### src/rtl/glow_xcr_pkg.sv
// Shared XCR-bus definitions for the timer responder: register offsets,
// CTRL/STAT bit positions and the default prescale-select width.
package glow_xcr_pkg;

  localparam int PS_W_DEF = 3;

  localparam logic [7:0] XCR_TMR_CTRL = 8'd0;
  localparam logic [7:0] XCR_TMR_STAT = 8'd1;
  localparam logic [7:0] XCR_TMR_RLDL = 8'd2;
  localparam logic [7:0] XCR_TMR_RLDH = 8'd3;
  localparam logic [7:0] XCR_TMR_CNTL = 8'd4;
  localparam logic [7:0] XCR_TMR_CNTH = 8'd5;

  localparam int CTRL_EN   = 0;
  localparam int CTRL_AUTO = 1;
  localparam int CTRL_IE   = 2;
  localparam int CTRL_PSEL = 3;

  localparam int STAT_OVF = 0;
  localparam int STAT_RUN = 1;

  // Offset is relative to the responder's base; wraps below base land far above CNTH.
  function automatic logic xcr_tmr_in_range(input logic [7:0] off);
    return off <= XCR_TMR_CNTH;
  endfunction

endpackage

### src/rtl/xcr_timer_if.sv
// XCR bus between the core (master) and one timer responder (slave).
// Protocol: XCRcs is the request valid; the responder is always ready, so a
// write commits on the edge where XCRcs & XCRwe, and read data is valid in the
// same cycle XCRcs & !XCRwe is presented (no wait states, no stall path).
interface xcr_timer_if;
  logic       XCRcs;
  logic       XCRwe;
  logic [7:0] XCRa;
  logic [7:0] XCRo;
  logic [7:0] XCRi;
  logic       irq;

  modport master (output XCRcs, output XCRwe, output XCRa, output XCRo,
                  input XCRi, input irq);
  modport slave  (input XCRcs, input XCRwe, input XCRa, input XCRo,
                  output XCRi, output irq);
endinterface

### src/rtl/xcr_tmr_prescaler.sv
// Prescaler for the XCR timer: emits one tick every 2**psel enabled cycles.
// clr restarts the count and swallows a tick that would land on the same edge.
module xcr_tmr_prescaler #(
    parameter int PS_W = 3
) (
    input  logic            clk,
    input  logic            rst,
    input  logic            en,
    input  logic [PS_W-1:0] psel,
    input  logic            clr,
    output logic            tick
);

    localparam int PC_W = (1 << PS_W) - 1;
    localparam logic [PC_W-1:0] PC_ONE = 1;

    logic [PC_W-1:0] pcnt;
    logic [PC_W-1:0] limit;
    logic            at_max;

    assign limit  = ~({PC_W{1'b1}} << psel);
    assign at_max = (pcnt == limit);
    assign tick   = en & ~clr & at_max;

    always_ff @(posedge clk or negedge rst) begin
        if (!rst) begin
            pcnt <= '0;
        end else if (clr) begin
            pcnt <= '0;
        end else if (en) begin
            pcnt <= at_max ? '0 : pcnt + PC_ONE;
        end
    end

endmodule

### src/rtl/xcr_timer.sv
// XCR-bus 16-bit down-counting timer with reload, one-shot mode, W1C overflow
// flag, coherent two-byte count read and a registered level interrupt.
module xcr_timer
    import glow_xcr_pkg::*;
#(
    parameter logic [7:0] BASE_ADDR = 8'h10,
    parameter int         PS_W      = PS_W_DEF
) (
    input logic        clk,
    input logic        rst,
    xcr_timer_if.slave xcr
);

    logic [7:0]      off;
    logic            hit, wr, rd;
    logic            wr_ctrl, wr_stat, wr_rldl, wr_rldh, rd_cntl;
    logic [PS_W-1:0] new_psel;
    logic            pre_clr, tick, zero, expire;

    logic            en, auto_rl, ie, ovf, irq_q;
    logic [PS_W-1:0] psel;
    logic [15:0]     rld, count;
    logic [7:0]      shadow;
    logic [7:0]      ctrl_rd, stat_rd, rdata;

    assign off      = xcr.XCRa - BASE_ADDR;
    assign hit      = xcr.XCRcs & xcr_tmr_in_range(off);
    assign wr       = hit & xcr.XCRwe;
    assign rd       = hit & ~xcr.XCRwe;
    assign wr_ctrl  = wr & (off == XCR_TMR_CTRL);
    assign wr_stat  = wr & (off == XCR_TMR_STAT);
    assign wr_rldl  = wr & (off == XCR_TMR_RLDL);
    assign wr_rldh  = wr & (off == XCR_TMR_RLDH);
    assign rd_cntl  = rd & (off == XCR_TMR_CNTL);
    assign new_psel = xcr.XCRo[CTRL_PSEL +: PS_W];

    // Restart the prescale phase on reload load, enable rising, or ratio change.
    assign pre_clr = wr_rldh |
                     (wr_ctrl & ((xcr.XCRo[CTRL_EN] & ~en) | (new_psel != psel)));

    xcr_tmr_prescaler #(.PS_W(PS_W)) u_prescaler (
        .clk  (clk),
        .rst  (rst),
        .en   (en),
        .psel (psel),
        .clr  (pre_clr),
        .tick (tick)
    );

    assign zero   = (count == 16'd0);
    assign expire = tick & zero;

    always_ff @(posedge clk or negedge rst) begin
        if (!rst) begin
            en      <= 1'b0;
            auto_rl <= 1'b0;
            ie      <= 1'b0;
            psel    <= '0;
            ovf     <= 1'b0;
            rld     <= '0;
            count   <= '0;
            shadow  <= '0;
            irq_q   <= 1'b0;
        end else begin
            if (wr_ctrl) begin
                en      <= xcr.XCRo[CTRL_EN];
                auto_rl <= xcr.XCRo[CTRL_AUTO];
                ie      <= xcr.XCRo[CTRL_IE];
                psel    <= new_psel;
            end else if (expire && !auto_rl) begin
                en <= 1'b0;
            end

            // Hardware set is ordered after the W1C so it wins on a shared edge.
            if (wr_stat && xcr.XCRo[STAT_OVF]) ovf <= 1'b0;
            if (expire)                        ovf <= 1'b1;

            if (wr_rldl) rld[7:0]  <= xcr.XCRo;
            if (wr_rldh) rld[15:8] <= xcr.XCRo;

            if (wr_rldh) begin
                count <= {xcr.XCRo, rld[7:0]};
            end else if (tick) begin
                if (!zero)       count <= count - 16'd1;
                else if (auto_rl) count <= rld;
            end

            // Latch the high byte with the low-byte read so a 16-bit read is coherent.
            if (rd_cntl) shadow <= count[15:8];

            irq_q <= ie & ovf;
        end
    end

    always_comb begin
        ctrl_rd                       = '0;
        ctrl_rd[CTRL_EN]              = en;
        ctrl_rd[CTRL_AUTO]            = auto_rl;
        ctrl_rd[CTRL_IE]              = ie;
        ctrl_rd[CTRL_PSEL +: PS_W]    = psel;
        stat_rd                       = '0;
        stat_rd[STAT_OVF]             = ovf;
        stat_rd[STAT_RUN]             = en;
    end

    always_comb begin
        rdata = '0;
        if (rd) begin
            case (off)
                XCR_TMR_CTRL: rdata = ctrl_rd;
                XCR_TMR_STAT: rdata = stat_rd;
                XCR_TMR_RLDL: rdata = rld[7:0];
                XCR_TMR_RLDH: rdata = rld[15:8];
                XCR_TMR_CNTL: rdata = count[7:0];
                XCR_TMR_CNTH: rdata = shadow;
                default:      rdata = '0;
            endcase
        end
    end

    assign xcr.XCRi = rdata;
    assign xcr.irq  = irq_q;

endmodule

### src/flat_wrapper.sv
// flat-port wrapper written by rule: the top's interface ports become plain ports
module xcr_timer_flat import glow_xcr_pkg::*;
#(
    parameter logic [7:0] BASE_ADDR = 8'h10,
    parameter int         PS_W      = PS_W_DEF
)
  (clk, rst, xcr_XCRcs, xcr_XCRwe, xcr_XCRa, xcr_XCRo, xcr_XCRi, xcr_irq);
  xcr_timer_if xcr_i ();
  input logic clk;
  input logic rst;
  input wire logic [$bits(xcr_i.XCRcs)-1:0] xcr_XCRcs;
  input wire logic [$bits(xcr_i.XCRwe)-1:0] xcr_XCRwe;
  input wire logic [$bits(xcr_i.XCRa)-1:0] xcr_XCRa;
  input wire logic [$bits(xcr_i.XCRo)-1:0] xcr_XCRo;
  output wire logic [$bits(xcr_i.XCRi)-1:0] xcr_XCRi;
  output wire logic [$bits(xcr_i.irq)-1:0] xcr_irq;
  assign xcr_i.XCRcs = xcr_XCRcs;
  assign xcr_i.XCRwe = xcr_XCRwe;
  assign xcr_i.XCRa = xcr_XCRa;
  assign xcr_i.XCRo = xcr_XCRo;
  assign xcr_XCRi = xcr_i.XCRi;
  assign xcr_irq = xcr_i.irq;
  xcr_timer #(.BASE_ADDR(BASE_ADDR), .PS_W(PS_W)) u_core (.clk(clk), .rst(rst), .xcr(xcr_i));
endmodule
### config.mk
export PLATFORM = sky130hd
export DESIGN_NAME = xcr_timer_flat
export DESIGN_NICKNAME = d
export VERILOG_FILES = /design/src/rtl/glow_xcr_pkg.sv /design/src/rtl/xcr_timer_if.sv /design/src/rtl/xcr_tmr_prescaler.sv /design/src/rtl/xcr_timer.sv /design/src/flat_wrapper.sv
export SDC_FILE = /design/constraint.sdc
export NUM_CORES = 1
export LEC_CHECK = 0
export ABC_AREA = 0
export CAP_MARGIN = 40
export CORE_ASPECT_RATIO = 1.1
export CORE_MARGIN = 2
export CORE_UTILIZATION = 35
export DETAILED_ROUTE_END_ITERATION = 12
export GPL_TIMING_DRIVEN = 0
export PLACE_DENSITY_LB_ADDON = 0.25
export SLEW_MARGIN = 30
export SYNTH_ARGS = -nofsm -noshare
export SYNTH_HDL_FRONTEND = slang
export SYNTH_SLANG_ARGS = --single-unit
export TNS_END_PERCENT = 5
### constraint.sdc
create_clock -name clk -period 2.6 [get_ports clk]
set_input_delay 0.39 -clock clk [delete_from_list [all_inputs] [get_ports clk]]
set_output_delay 0.39 -clock clk [all_outputs]
set_load 0.01 [all_outputs]
### Word level (Yosys, flattened, before mapping)

Index checks and enable logic that the tools add are counted.

| storage, ports and cells | value |
|---|---|
| register bits after elaboration | 55 |
| bits of input ports | 20 |
| output and inout port bits | 9 |
| word-level logic and storage cells | 67 |

| operators by class | value |
|---|---|
| add/sub/neg operators | 3 |
| magnitude comparators | 1 |
| equal/unequal tests | 8 |
| shifts and indexed selects | 1 |
| multiplexer cells | 13 |
| bitwise logic cells | 20 |
| reduce and logical (&&, ||, !) cells | 10 |

Operators by type and width:

| kind | count |
|---|---|
| 16-bit two-way mux | 4 |
| 8-bit one-hot mux with 6 select lines | 1 |
| 7-bit two-way mux | 3 |
| 8-bit by 2-bit == test with 1-bit output, second input constant | 2 |
| 8-bit by 3-bit == test with 1-bit output, second input constant | 2 |
| 16-bit logical NOT | 1 |
| 16-bit by 1-bit subtractor with 16-bit output, second input constant | 1 |
| 1-bit AND | 14 |
| 8-bit by 1-bit == test with 1-bit output, second input constant | 1 |
| 8-bit by 3-bit less-or-equal comparator with 1-bit output, second input constant | 1 |
| 8-bit logical NOT | 1 |
| 8-bit two-way mux | 1 |
| 2-bit nonzero test | 4 |
| 8-bit by 5-bit subtractor with 8-bit output, second input constant | 1 |
| 7-bit by 1-bit adder with 7-bit output, second input constant | 1 |
| 7-bit == test | 1 |
| 7-bit inverter | 1 |
| 7-bit by 3-bit left shift with 7-bit output, first input constant | 1 |
| 1-bit two-way mux | 4 |
| 3-bit by 2-bit inequality test with 1-bit output, second input constant | 1 |
| 3-bit inequality test | 1 |
| 1-bit inverter | 3 |
| 1-bit logical AND | 2 |
| 1-bit bitwise OR | 2 |
| 2 further kinds | 2 |

### Longest topological paths before layout

| depth | value |
|---|---|
| depth after elaboration | 14 |
| mapped depth | 9 |
| depth with buffers taken out | 8 |

### By module

A second synthesis with hierarchy kept.

| unflattened totals | value |
|---|---|
| cell total of the unflattened synthesis | 384 |
| area, all modules | 3,638.5 sq um |

By module, submodules not included:

| module | instances | cells an instance | area an instance (sq um) | seq. area each (sq um) |
|---|---|---|---|---|
| xcr_timer | 1 | 319 | 3,060.4 | 1,201.2 |
| xcr_tmr_prescaler | 1 | 65 | 578.1 | 175.2 |

### Worst setup path before layout

OpenSTA, ideal clock, no wires.

| timing path | value |
|---|---|
| kind | input port to output port |
| from | in xcr_XCRa[5] |
| to | out xcr_XCRi[2] |
| arrival | 1.922 ns |
| required time | 2.210 ns |
| path slack | 0.288 ns |
| stages on the path | 5 |
| buffers on the path | 0 |
| cells stage by stage | nand2b_1 > or4_1 > nor3_1 > a222oi_1 > a21oi_1 |

| between the ends | value |
|---|---|
| word-level cells in the longest chain between the ends | 5 |
| elaborated cells between the ends (all ways) | 12 |
| those cells by class | add/sub: 1; order compare: 1; eq/ne: 5; mux: 2; bitwise: 2; reduce/logical: 1 |

Ends and longest elaborated chain:

| item | RTL line | text |
|---|---|---|
| start, declared | flat_wrapper.sv:13 | `input wire logic [$bits(xcr_i.XCRa)-1:0] xcr_XCRa;` |
| 8-bit by 5-bit subtractor with 8-bit output * | xcr_timer.sv:26 | `assign off = xcr.XCRa - BASE_ADDR;` |
| 8-bit by 3-bit less-or-equal comparator with 1-bit output | glow_xcr_pkg.sv:24 | `return off <= XCR_TMR_CNTH;` |
| 1-bit AND | xcr_timer.sv:27 | `assign hit = xcr.XCRcs & xcr_tmr_in_range(off);` |
| 1-bit AND | xcr_timer.sv:29 | `assign rd = hit & ~xcr.XCRwe;` |
| 8-bit two-way mux * | xcr_timer.sv:108 | `if (rd) begin` |
| end, declared | flat_wrapper.sv:15 | `output wire logic [$bits(xcr_i.XCRi)-1:0] xcr_XCRi;` |

Every way passes the cells marked *; elsewhere a longest branch is shown, timed or not.

### Final worst setup path

| timing path | value |
|---|---|
| from | in xcr_XCRa[6] |
| to | out xcr_XCRi[1] |

The elaborated chain is that of the path after synthesis.

==> flow_metrics.py <==
metrics = {
    "critical_path": {
        "cp-end-kind": "output port",
        "r2r-end": "u_core.count[13]",
        "r2r-start": "u_core.psel[1]",
        "r2r_cells": 9,
        "slowest_stage": "or4_4",
        "worstSetupEndpoint": "xcr_XCRi[1]",
        "crit_type": "in2out",
        "critPathLaunch": "xcr_XCRa[6]",
        "critical_path.max_fanout": 5,
        "cp_cell_sequence": "dlygate4sd2_1, or4_4, nor4_4, buf_4, buf_12, a22oi_1, a21oi_1, buf_2",
        "worstPathRequired_ns": 2.21,
        "r2r_slack_ns": 0.15,
        "crit_path_start_kind": "input pin",
        "max_stage_delay_ns": 0.58,
        "cp_data_arrival_time_ns": 2.25,
    },
    "logic_synthesis": {
        "async_flop_share_pct": 100,
        "mappedNetlistArea_um2": 3460,
        "synthCells": 382,
        "syn_nets": 405,
        "synth_simple_gate_area_share_pct": 23.6,
        "synth_top_family_by_area": "simple AND/OR/NAND/NOR gates",
        "synthMuxAreaShare_pct": 6.40,
        "synth_cell_types": 63,
        "yosysWarnings": 0,
        "synth_edf_count": 0,
        "ys_seq_area_share_pct": 39.8,
        "synth_xor_area_share_pct": 2.03,
        "synth-compound-area-share_pct": 22.8,
        "syn_area_per_cell_um2": 9.05,
        "ys.flop_type": "dfrtp_1",
        "synth_fa_ha_area_share_pct": 1.09,
        "ys_ff_latch": 55,
    },
    "final_layout": {
        "n_fill_cell": 958,
        "multi_input_comb_area_um2": 2060,
        "instances_no_fill": 553,
        "drive_gt1_share_pct": 21.2,
        "fin_util_pct": 43.2,
        "final_cell_mix": "dfrtp_1 (55), nand2_1 (45), nor2_1 (27)",
        "seq_area_um2": 1380,
        "diodes": 0,
        "nets": 455,
        "area_growth_syn_to_layout_pct": 21.8,
        "final_area_um2": 4210,
        "final_common_cell": "dfrtp_1",
    },
    "sta": {
        "final.setup.tns_ns": -0.0395,
        "period_needed_ns": 2.64,
        "slew_headroom_pct": 55.6,
        "drv_slew": 0,
        "fin_skew_ns": 0.0105,
        "tightest_slew_ns": 0.666,
        "rsz0062_at_grt": "true",
        "finalSetupViolations": 2,
        "report.final.hold_viol_count": 0,
        "period_share_pct": 101,
        "fmax_mhz": 379,
        "worst_slack_ns": -0.0373,
    },
    "global_route": {
        "grt_max_degree": 34,
        "gr-total-overflow": 0,
        "grt_pass1_wl_mm": 19.3,
        "grt_pass1_vias": 3425,
        "grt_use_total_pct": 23.4,
        "antenna_found_initial": 0,
    },
    "detailed_routing": {
        "vias_per_cell": 6.24,
        "drt_iter0_drc": 308,
        "drc": 0,
        "routed_wl_mm": 12.3,
        "vias": 3451,
        "wl_per_cell_um": 22.2,
        "firstDrtPassIters": 6,
        "antenna_left": 0,
    },
    "floorplan": {
        "die_area_um2": 10700,
        "num_rows": 38,
        "die_height_um": 108,
        "start_util_pct": 35.5,
        "io_pins": 29,
        "die_w_um": 98.8,
        "core_um2": 9750,
    },
    "run_status": {
        "status": "finished, violations left",
        "violations": "negative setup slack",
    },
    "power": {
        "leakage_nw": 1.77,
        "power-per-cell-area_nw_per_um2": 628,
        "total_power_mw": 2.64,
        "peakVddDrop_uv": 385,
    },
    "cts": {
        "insertion_delay_ns": 0.32,
        "clk_pin_slew_ns": 0.11,
        "numCtsBuffers": 5,
        "cts_tree": "built",
        "cts_max_path_buffers": 2,
        "htree_levels": 2,
        "cts.sinks": 55,
        "cts_root_buf": "clkbuf_8",
    },
    "job": {
        "cap_violations": 0,
    },
    "placed_design": {
        "gp_congestion": 0.938,
        "placed_area_um2": 3930,
        "place_inst": 532,
        "dp_hpwl_mm": 8.81,
        "io_buffers": 28,
    },
    "worst_hold_path": {
        "hold_path_class": "in2async",
    },
}
-- per-layer routing --
layer	track usage (%)	vias to the layer above	wire length, um
met5	0	-	0
met4	10.4	0	389
met3	3.43	25	816
met2	38.0	165	5910
met1	30.9	1687	5140
li1	-	1574	-
-- cells by family (layout without fill, tap and decap cells) --
kind of cell	Yosys count	count (layout)
buffers and inverters	35	86
adder cells (fa/ha/maj)	3	3
XOR/XNOR	8	8
multiplexers	20	20
AO/OA/AOI/OAI	107	107
AND/OR/NAND/NOR	154	154
flip-flops	55	55
-- worst max-delay path: cells and delay by family --
family                 cells  cell delay, ns
AND/OR/NAND/NOR            2            0.85
buffers and inverters      4            0.76
AO/OA/AOI/OAI              2            0.25
-- per-stage QoR --
stage,setup WS (ns),hold slack [ns]
after floorplan,0.288,0.0944
after global placement,-1.54,0.493
after detailed placement,-0.955,0.313
after CTS,-0.0486,0.507
after global routing,-0.0924,0.524
final,-0.0373,0.495
-- cells in the mapped netlist, drive strengths merged, types with 3 or more instances --
cell type	instances	area, um2
o31ai	3	22.5
nor4b	4	41.3
and2	5	31.3
a21oi	13	65.1
clkbuf	16	60.1
a221oi	3	26.3
nor2	30	113
mux2	17	191
a222oi	6	60.1
a311o	3	30.0
and3	5	31.3
xnor2	6	52.6
nor2b	3	18.8
nand2b	5	31.3
nor3	6	35.0
inv	12	45.0
o21ai	17	85.1
dfrtp	55	1380
or3	8	60.1
mux2i	3	30.0
nand3	7	35.0
ha	3	37.5
nor4	12	75.1
a31oi	12	75.1
nand4	7	43.8
a22o	3	26.3
a22oi	7	52.6
buf	7	43.8
o211ai	13	103
nand2	46	173
or4	5	37.5
o311ai	4	35.0
-- cell type report --
| type | count | area share [%] |
|---|---|---|
| plain buffers | 23 | 2.76 |
| clock buffers | 6 | 1.72 |
| clock inverters | 2 | 0.297 |
| inverters | 12 | 1.07 |
| multi-input cells | 292 | 49.0 |
| flip-flops and latches | 55 | 32.7 |
| well taps | 120 | 3.57 |
| repair buffers | 43 | 8.94 |
-- flip-flops by register name, summed over array words and instances, names as in the netlist --
register                 cells
u_core.xcr.irq               1
u_core.u_prescaler.pcnt      7
u_core.count                16
u_core.psel                  3
u_core.ovf                   1
u_core.en                    1
u_core.shadow                8
u_core.rld                  16
u_core.ie                    1
u_core.auto_rl               1
-- worst min-delay path by stage --
stage | endpoint | slack, ns | cells after the start
global route | u_core.shadow[5] | 0.52 | 2
floorplan | u_core.auto_rl | 0.09 | 0
CTS | u_core.shadow[5] | 0.51 | 2
finish | u_core.shadow[5] | 0.50 | 2
global placement | u_core.shadow[2] | 0.49 | 1
detailed placement | u_core.shadow[5] | 0.31 | 1
-- repair_timing --
| item | in CTS | in global routing |
|---|---|---|
| gates resized for setup | 50 | 22 |
| endpoints found under the hold margin | 22 | 0 |
| setup buffers | 12 | 0 |
| pin swaps | 10 | 4 |
| cloned | 0 | 0 |
| setup endpoints to repair | 27 | 35 |
| hold buffers | 1 | 0 |
-- where the power goes --
group / internal, mW / switching (mW)
Combinational: 0.415 / 0.570
Clock: 0.189 / 0.293
Sequential: 0.986 / 0.191
Total: 1.59 / 1.05
Note: power is estimated with default switching activity, not from simulation.
